<file path="src/rtl/slicer_err_gen_pkg.sv">
// Shared definitions for the slicer error generator.
//
// Holds the window length parameter and the FSM state encodings used by
// slicer_err_gen. It also holds the Gray-coded decision values and the
// helper that saturates a 20-bit intermediate value to the 18-bit 1s17
// range. Both slicer_err_gen and slicer_4ask use these definitions.
package slicer_err_gen_pkg;

  // The measurement window is 2^LFSR_LEN symbols long.
  localparam int LFSR_LEN = 4;

  // Width of the internal arithmetic. It holds +/-3b and sample - level
  // without overflow.
  localparam int WIDE_W = 20;

  typedef enum logic [1:0] {
    ST_IDLE  = 2'd0,
    ST_PRIME = 2'd1,
    ST_RUN   = 2'd2
  } state_e;

  // Gray-coded symbol decisions. Adjacent levels differ in one bit.
  localparam logic [1:0] DEC_NEG3 = 2'b00;
  localparam logic [1:0] DEC_NEG1 = 2'b01;
  localparam logic [1:0] DEC_POS1 = 2'b11;
  localparam logic [1:0] DEC_POS3 = 2'b10;

  // Clamp a 20-bit signed value into 18-bit signed.
  // The value fits when its top three bits all equal the sign bit.
  function automatic logic signed [17:0] sat18(input logic signed [WIDE_W-1:0] v);
    logic signed [17:0] r;
    if (v[WIDE_W-1:17] != {3{v[WIDE_W-1]}}) begin
      r = v[WIDE_W-1] ? 18'sh20000 : 18'sh1FFFF;
    end else begin
      r = v[17:0];
    end
    return r;
  endfunction

endpackage

</file>
<file path="src/rtl/slicer_4ask.sv">
// Combinational 4-level slicer.
//
// Takes one received symbol and the inner level b. It picks the nearest of
// -3b, -b, +b and +3b using the thresholds -2b, 0 and +2b. It returns the
// Gray decision and the saturated error (sample minus chosen level).
//
// Ports:
//   sample    in  18 signed 1s17  symbol to slice
//   ref_level in  18 signed 1s17  inner level b
//   err       out 18 signed 1s17  sample - level, saturated
//   decision  out 2               Gray symbol code
module slicer_4ask
  import slicer_err_gen_pkg::*;
(
  input  logic signed [17:0] sample,
  input  logic signed [17:0] ref_level,
  output logic signed [17:0] err,
  output logic        [1:0]  decision
);

  logic signed [WIDE_W-1:0] s_w;
  logic signed [WIDE_W-1:0] b_w;
  logic signed [WIDE_W-1:0] thr_w;
  logic signed [WIDE_W-1:0] level_w;
  logic signed [WIDE_W-1:0] diff_w;

  // Widen first so that 2b, 3b and the difference cannot wrap.
  // The outer level 3b is built as b + 2b, which reuses the threshold value.
  always_comb begin
    s_w   = {{(WIDE_W-18){sample[17]}}, sample};
    b_w   = {{(WIDE_W-18){ref_level[17]}}, ref_level};
    thr_w = b_w <<< 1;
    if (s_w >= thr_w) begin
      level_w  = b_w + thr_w;
      decision = DEC_POS3;
    end else if (!s_w[WIDE_W-1]) begin
      level_w  = b_w;
      decision = DEC_POS1;
    end else if (s_w >= -thr_w) begin
      level_w  = -b_w;
      decision = DEC_NEG1;
    end else begin
      level_w  = -(b_w + thr_w);
      decision = DEC_NEG3;
    end
    diff_w = s_w - level_w;
    err    = sat18(diff_w);
  end

endmodule

</file>
<file path="src/rtl/slicer_err_gen.sv">
// Slicer error generator with a measurement-window sequencer.
//
// The datapath has two stages. A symbol is registered on one strobe and
// then sliced. Its error and decision are registered on the next strobe.
// This datapath always runs. The window FSM gives the first two strobes
// after enable to pipeline fill. It then counts symbols through a window of
// 2^LFSR_LEN. It pulses hold on the strobe that ends each window.
//
// Ports:
//   clk       in  1             system clock, rising edge
//   reset     in  1             asynchronous reset, active low
//   clk_en    in  1             one-clk symbol strobe
//   meas_en   in  1             level, enables the measurement window
//   sample    in  18 signed     received symbol, valid on clk_en
//   ref_level in  18 signed     inner level b, quasi-static
//   err       out 18 signed     registered slicer error
//   decision  out 2             registered Gray decision
//   hold      out 1             window-end pulse, coincident with clk_en
//   win_cnt   out LFSR_LEN      symbol index within the window
module slicer_err_gen
  import slicer_err_gen_pkg::*;
(
  input  logic                 clk,
  input  logic                 reset,
  input  logic                 clk_en,
  input  logic                 meas_en,
  input  logic signed [17:0]   sample,
  input  logic signed [17:0]   ref_level,
  output logic signed [17:0]   err,
  output logic        [1:0]    decision,
  output logic                 hold,
  output logic [LFSR_LEN-1:0]  win_cnt
);

  localparam logic [LFSR_LEN-1:0] WIN_LAST = '1;

  logic signed [17:0]   sample_q, sample_d;
  logic signed [17:0]   err_q, err_d;
  logic        [1:0]    decision_q, decision_d;
  state_e               state_q, state_d;
  logic [LFSR_LEN-1:0]  win_cnt_q, win_cnt_d;
  logic                 prime_cnt_q, prime_cnt_d;

  logic signed [17:0]   slice_err;
  logic        [1:0]    slice_dec;

  slicer_4ask u_slicer (
    .sample    (sample_q),
    .ref_level (ref_level),
    .err       (slice_err),
    .decision  (slice_dec)
  );

  // Both pipeline stages advance only on a strobe. The FSM state does not
  // affect them.
  always_comb begin
    sample_d   = sample_q;
    err_d      = err_q;
    decision_d = decision_q;
    if (clk_en) begin
      sample_d   = sample;
      err_d      = slice_err;
      decision_d = slice_dec;
    end
  end

  // Window sequencer. Dropping meas_en wins over everything else. This also
  // blocks a hold on the same clock, because hold is only produced in the
  // RUN branch. PRIME uses a one-bit counter to let two strobes pass, which
  // fills the pipeline. The window counter wraps by its natural width.
  always_comb begin
    state_d     = state_q;
    win_cnt_d   = win_cnt_q;
    prime_cnt_d = prime_cnt_q;
    hold        = 1'b0;
    if (!meas_en) begin
      state_d     = ST_IDLE;
      win_cnt_d   = '0;
      prime_cnt_d = 1'b0;
    end else begin
      case (state_q)
        ST_IDLE: begin
          state_d     = ST_PRIME;
          win_cnt_d   = '0;
          prime_cnt_d = 1'b0;
        end
        ST_PRIME: begin
          if (clk_en) begin
            if (prime_cnt_q) begin
              state_d     = ST_RUN;
              win_cnt_d   = '0;
              prime_cnt_d = 1'b0;
            end else begin
              prime_cnt_d = 1'b1;
            end
          end
        end
        ST_RUN: begin
          if (clk_en) begin
            win_cnt_d = win_cnt_q + 1'b1;
            hold      = (win_cnt_q == WIN_LAST);
          end
        end
        default: begin
          state_d   = ST_IDLE;
          win_cnt_d = '0;
        end
      endcase
    end
  end

  // Reset clears the whole pipeline and the sequencer. After release the
  // block goes through IDLE and PRIME again, so no partial window produces
  // a hold.
  always_ff @(posedge clk or negedge reset) begin
    if (!reset) begin
      sample_q    <= '0;
      err_q       <= '0;
      decision_q  <= DEC_NEG3;
      state_q     <= ST_IDLE;
      win_cnt_q   <= '0;
      prime_cnt_q <= 1'b0;
    end else begin
      sample_q    <= sample_d;
      err_q       <= err_d;
      decision_q  <= decision_d;
      state_q     <= state_d;
      win_cnt_q   <= win_cnt_d;
      prime_cnt_q <= prime_cnt_d;
    end
  end

  assign err      = err_q;
  assign decision = decision_q;
  assign win_cnt  = win_cnt_q;

endmodule
</file>
<file path="config.mk">
export PLATFORM = sky130hd
export DESIGN_NAME = slicer_err_gen
export DESIGN_NICKNAME = d
export VERILOG_FILES = /design/src/rtl/slicer_err_gen_pkg.sv /design/src/rtl/slicer_4ask.sv /design/src/rtl/slicer_err_gen.sv
export SDC_FILE = /design/constraint.sdc
export NUM_CORES = 1
export LEC_CHECK = 0
export BUFFER_PORTS_ARGS = -buffer_cell sky130_fd_sc_hd__buf_2
export CAP_MARGIN = 20
export CORE_MARGIN = 5
export CORE_UTILIZATION = 66
export CTS_CLUSTER_SIZE = 16
export DETAILED_ROUTE_END_ITERATION = 12
export PLACE_DENSITY_LB_ADDON = 0.25
export SKIP_CTS_REPAIR_TIMING = 1
export SLEW_MARGIN = 20
export SYNTH_ARGS = -nofsm -noshare
export SYNTH_HDL_FRONTEND = slang
export SYNTH_SLANG_ARGS = --single-unit
export TNS_END_PERCENT = 10
</file>
<file path="constraint.sdc">
create_clock -name clk -period 12.7 [get_ports clk]
set_input_delay 2.54 -clock clk [delete_from_list [all_inputs] [get_ports clk]]
set_output_delay 2.54 -clock clk [all_outputs]
set_load 0.03 [all_outputs]
</file>
# Word level (Yosys, flattened, before mapping)
# Index checks and enable logic that the tools add are counted.
[totals]
input_bits = 40
elab_cells = 51
output_inout_bits = 25
register_bits = 45
[classes]
mux = 24
n_reduce_logical = 4
addsub = 6
magnitude_cmp = 2
eq_ne = 9
[op_table]
columns = ["operator", "n"]
rows = [
  ["$mux 20", 3],
  ["$mux 18", 2],
  ["$add 18x19->20", 1],
  ["$ge 18x20->1", 1],
  ["$neg 18->20", 1],
  ["$neg 19->20", 1],
  ["$neg 20->20", 1],
  ["$sub 18x20->20", 1],
  ["$ge 18x19->1", 1],
  ["$mux 4", 4],
  ["$mux 2", 5],
  ["$ne 3x3->1 const B", 3],
  ["$pmux 4 s2", 1],
  ["$mux 1", 7],
  ["$pmux 2 s3", 1],
  ["$reduce_and 3->1", 2],
  ["$add 4x1->4 const B", 1],
  ["$eq 4x4->1 const B", 1],
  ["$ne 3x1->1 const B", 1],
  ["$eq 2x1->1 const B", 1],
  ["$eq 2x2->1 const B", 1],
  ["$logic_not 2->1", 1],
  ["$ne 2x2->1", 1],
  ["$ne 2x2->1 const B", 1],
  ["other kinds (2)", 2],
]

# Logic depth before layout (Yosys ltp)
[logic_depth]
depth_word = 8
depth_mapped = 34
mapped_depth_nobuf = 31

# By module
# Synthesis repeated with hierarchy kept, for this count alone.
[hier_totals]
cells_unflattened = 761
area_unflattened_um2 = 6424.9
[by_module_without_submodules]
columns = ["mod", "area_per_inst_um2", "n_inst", "seq_area_each_um2", "cells_each"]
rows = [
  ["slicer_4ask", 4603.2, 1, 0.0, 641],
  ["slicer_err_gen", 1821.7, 1, 1126.1, 120],
]

# Worst setup path before layout
# OpenSTA, ideal clock, no wires.
[synth_path]
kind = "input to register"
start = "in ref_level[1]"
end = "reg err_q[6], in the netlist err[6]"
required_time_ps = 12633
path_slack_ps = 3795
stages = 31
t_arrival_ps = 8838
setup_ps = 67
path_buffers = 3
cell_sequence = "inv_1 > ha_1 > and3_1 > clkbuf_1 > and3_1 > nand3_1 > nor2_1 > nand2_1 > xnor2_1 > ha_1 > nand4_1 > nor4_1 > a221oi_1 > a21boi_0 > a21oi_1 > clkbuf_1 > mux2_2 > a21oi_1 > a21oi_1 > ha_1 > a21o_1 > a21o_1 > a221oi_1 > a21oi_1 > or2_2 > a41o_1 > o32ai_1 > or4b_4 > o21ai_4 > buf_6 > a221o_1"
[synth_via]
elab_chain_len = 8
elab_cells_between_ends = 13
classes_between = "5 x add/sub; 2 x order compare; 1 x eq/ne; 5 x mux"
[synth_rtl]
columns = ["element", "line", "rtl"]
rows = [
  ["start: declaration", "slicer_err_gen.sv:28", "input logic signed [17:0] ref_level,"],
  ["$add 18x19->20 / $neg 19->20 (equally long branches)", "slicer_4ask.sv:34, slicer_4ask.sv:43, slicer_4ask.sv:39", ""],
  ["$neg 20->20 / $ge 18x20->1 (equally long branches)", "slicer_4ask.sv:43, slicer_4ask.sv:39", ""],
  ["$mux 20", "slicer_4ask.sv:39", "end else if (s_w >= -thr_w) begin"],
  ["$mux 20", "slicer_4ask.sv:36", "end else if (!s_w[WIDE_W-1]) begin"],
  ["$mux 20 (*)", "slicer_4ask.sv:33", "if (s_w >= thr_w) begin"],
  ["$sub 18x20->20 (*)", "slicer_4ask.sv:46", "diff_w = s_w - level_w;"],
  ["$ne 2x2->1 / $mux 18 (equally long branches)", "slicer_err_gen_pkg.sv:32, slicer_err_gen_pkg.sv:33", ""],
  ["$mux 18 (*)", "slicer_err_gen_pkg.sv:32", "if (v[WIDE_W-1:17] != {3{v[WIDE_W-1]}}) begin"],
  ["end signal: assignment", "slicer_err_gen.sv:125", "err_q <= err_d;"],
  ["end: declaration", "slicer_err_gen.sv:38", "logic signed [17:0] err_q, err_d;"],
]
# Mark *: on every way between the ends. The rest lies on a longest branch, timed or not.
# A chain may end at the register's enable or synchronous reset.

# Worst setup path after layout
[layout_path]
start = "in ref_level[1]"
end = "reg err_q[16], in the netlist err[16]"
# The elaborated chain is that of the path after synthesis.

==> metrics.cfg <==
[route]
firstDrtPassIters = 8
num_vias = 6017
wirelength_um = 16720
via_per_inst = 6.641
drc = 0
ant_nets = 0
wl_per_cell_um = 18.46
drtIter0Drc = 433

[clock_tree]
cts.sinks = 45
clk_transition_reported_paths_ps = 90
cts_tree = built
worstSkewPairLatency_ps = 300
clock_path_buffers = 2
cts_made_buffers = 5
htreeDepth = 2
cts_root_buf = clkbuf_8

[synthesis]
synthCells = 746
synth_area_um2 = 6118
ys.flop_type = dfrtp_1
synth_top_area_share = 0.1861
synth_edf_count = 0
postSynthAreaPerCell_um2 = 8.202
synth_area_leader_cell = ha_1
yosysSeqAreaShare = 0.1840
ys_ff_latch = 45
synthMostInstantiatedCell = ha_1
synth_common_cells = ha_1 (91), nand2_1 (60), nor2_1 (53)
synth.distinct_cells = 73
ys_async_sr_fraction = 1.000
synth_warnings = 0
synthesis.nets = 879
synth_area_leaders = ha_1 (19%), dfrtp_1 (18%), xnor2_1 (5.4%)

[setup_path]
r2r_cells = 23
setup.worst_path.start_class = input pin
reg2reg_setup_slack_ps = 5420
crit_buf_inv = 2
worst-endpoint-required_ps = 12930
cp_top_family = compound AO/OA/AOI/OAI gates
cp.arrival_ps = 10800
crit_type = in2reg
endpoint_kind = register
crit_cells = 31
critPathSlowestCell = nor3_2
cp_max_fo = 17
critPathMaxStageDelay_ps = 810

[sta]
min_period_over_period = 0.8316
slew_violations = 0
fin_crit_ps = 10560
finClkSkew_ps = 7.428
setup_viol = 0
fin_setup_tns_ps = 0
worstMarginPinSlew_ps = 1063
max_freq_mhz = 94.69
rsz0062_at_grt = false
slew_headroom = 0.2872
hold_violations = 0

[floorplan]
die_h_um = 106.3
start_util = 0.6685
coreArea_um2 = 9153
io_pins = 65
dieArea_um2 = 11300
die_w_um = 106.3
fp-row-count = 35

[global_route]
grt_usage = 0.2919
grt-ovfl-total = 0
grt_pass1_wl_um = 27260
antenna_found_initial = 0
grt_max_degree = 46
grt_pass1_vias = 5853

[layout]
layout.nets = 927
syn_to_final_growth_pct = 7.485
final_util = 0.7185
design_area_um2 = 6576
final_cell_count_no_fill = 906
antenna_cells = 0
layout-drive-gt1-share = 0.1535
num-fill-cells = 744

[place]
post-place-cells = 898
dpl_cell_area_um2 = 6480
routabilityCongestion = 0.9894
post-dp-hpwl_um = 13190
io_buffers = 64

[run_status]
status = completed

[power_and_ir_drop]
power.density_nw_per_um2 = 136.3
p_leak_nw = 3.015
irDropWorstVdd_v = 0.0001067
power_uw = 896.1

[run]
cap_viol_max_count = 0

[hold_path]
whs_path_depth = 1
min_path_type = reg2reg

## power breakdown
group | switching, mW | total, mW | leakage [nW] | internal (mW)
registers | 0.0268 | 0.207 | 0.541 | 0.180
logic | 0.367 | 0.597 | 2.43 | 0.231
clock network | 0.0524 | 0.0915 | 0.0445 | 0.0391
## per-stage QoR
stage / hold WS [ps] / setup slack, ps
floorplan: 454.7 / 3795
global placement: 469.2 / 2307
detailed placement: 479.2 / 1856
CTS: 498.6 / 2022
global route: 512.6 / 1613
finish: 498.1 / 2139
## state kept, by name, summed over array words and instances, names as in the netlist
register     count
err             18
prime_cnt_q      1
state_q          2
decision         2
sample_q        18
win_cnt          4
## layer usage
metal | global-route usage | vias to the layer above | wire, um
li1 | - | 2873 | -
met1 | 0.3694 | 2832 | 7003
met2 | 0.5045 | 253 | 8081
met3 | 0.03825 | 59 | 1056
met4 | 0.1119 | 0 | 581
met5 | 0 | - | 0
## kinds of logic (layout without fill, tap and decap cells)
| group | after synthesis | after routing | share of synthesized area |
|---|---|---|---|
| AND/OR/NAND/NOR | 232 | 232 | 0.1947 |
| AO/OA/AOI/OAI | 226 | 226 | 0.2585 |
| adder cells (fa/ha/maj) | 93 | 93 | 0.1926 |
| buffers and inverters | 71 | 120 | 0.04785 |
| XOR/XNOR | 54 | 54 | 0.07730 |
| flip-flops | 45 | 45 | 0.1840 |
| multiplexers | 25 | 25 | 0.04499 |
## layout by cell type, fill, tap and decap left out, types with 6 or more instances in the layout
cell / synthesis / layout
xor2_1: 16 / 16
xnor2_1: 38 / 38
nand3_1: 19 / 19
a211oi_1: 8 / 8
nor4_1: 7 / 7
and3_1: 9 / 9
ha_1: 91 / 91
dfrtp_1: 45 / 45
a31oi_1: 9 / 9
nand2b_1: 11 / 11
mux2_2: 20 / 20
inv_1: 44 / 44
nand4_1: 12 / 12
nor2b_1: 10 / 10
o21ai_0: 45 / 45
o21a_1: 9 / 9
o211ai_1: 15 / 15
buf_2: 3 / 63
and2_1: 7 / 7
nor2_1: 53 / 53
nand2_1: 60 / 60
or2_2: 6 / 6
a21o_1: 20 / 20
a21oi_1: 51 / 50
a221o_1: 20 / 20
nor3_1: 14 / 14
## layout make-up
type / instances / area [um2] / share of cell area
multi-input combinational: 630 / 4703 / 0.7152
tap: 111 / 138.9 / 0.02112
sequential: 45 / 1126 / 0.1712
clock buffer: 5 / 68.82 / 0.01046
timing repair buffer: 68 / 352.8 / 0.05365
clock inverter: 3 / 21.27 / 0.003234
inverter: 44 / 165.2 / 0.02511
## worst register-to-register path, cell delays in order (launching register included)
cell and delay (ps):
dfrtp_1 340, buf_4 420, ha_1 360, nand4_1 170, nor4_1 100, a221oi_1 450
a21boi_0 230, a21oi_2 580, nand2_1 190, o21ai_0 120, nand2_1 90, xnor2_1 160
mux2_2 270, ha_1 350, o21a_1 200, o31a_1 130, o311ai_0 680, nand3_1 270
a2111oi_0 610, a21oi_1 90, o311a_1 150, nor4b_2 170, nor3_2 810, a221o_1 300
## worst paths after layout
kind                                           from                        to
min reg2reg                 decision[0]$_DFFE_PN0P_   decision[0]$_DFFE_PN0P_
max reg2reg                sample_q[17]$_DFFE_PN0P_       err[16]$_DFFE_PN0P_
max in group asynchronous                     reset   sample_q[6]$_DFFE_PN0P_
max                                    ref_level[1]       err[16]$_DFFE_PN0P_
min in group asynchronous                     reset  sample_q[17]$_DFFE_PN0P_
min                         decision[0]$_DFFE_PN0P_   decision[0]$_DFFE_PN0P_
No activity file was read; power rests on OpenSTA's default activity.
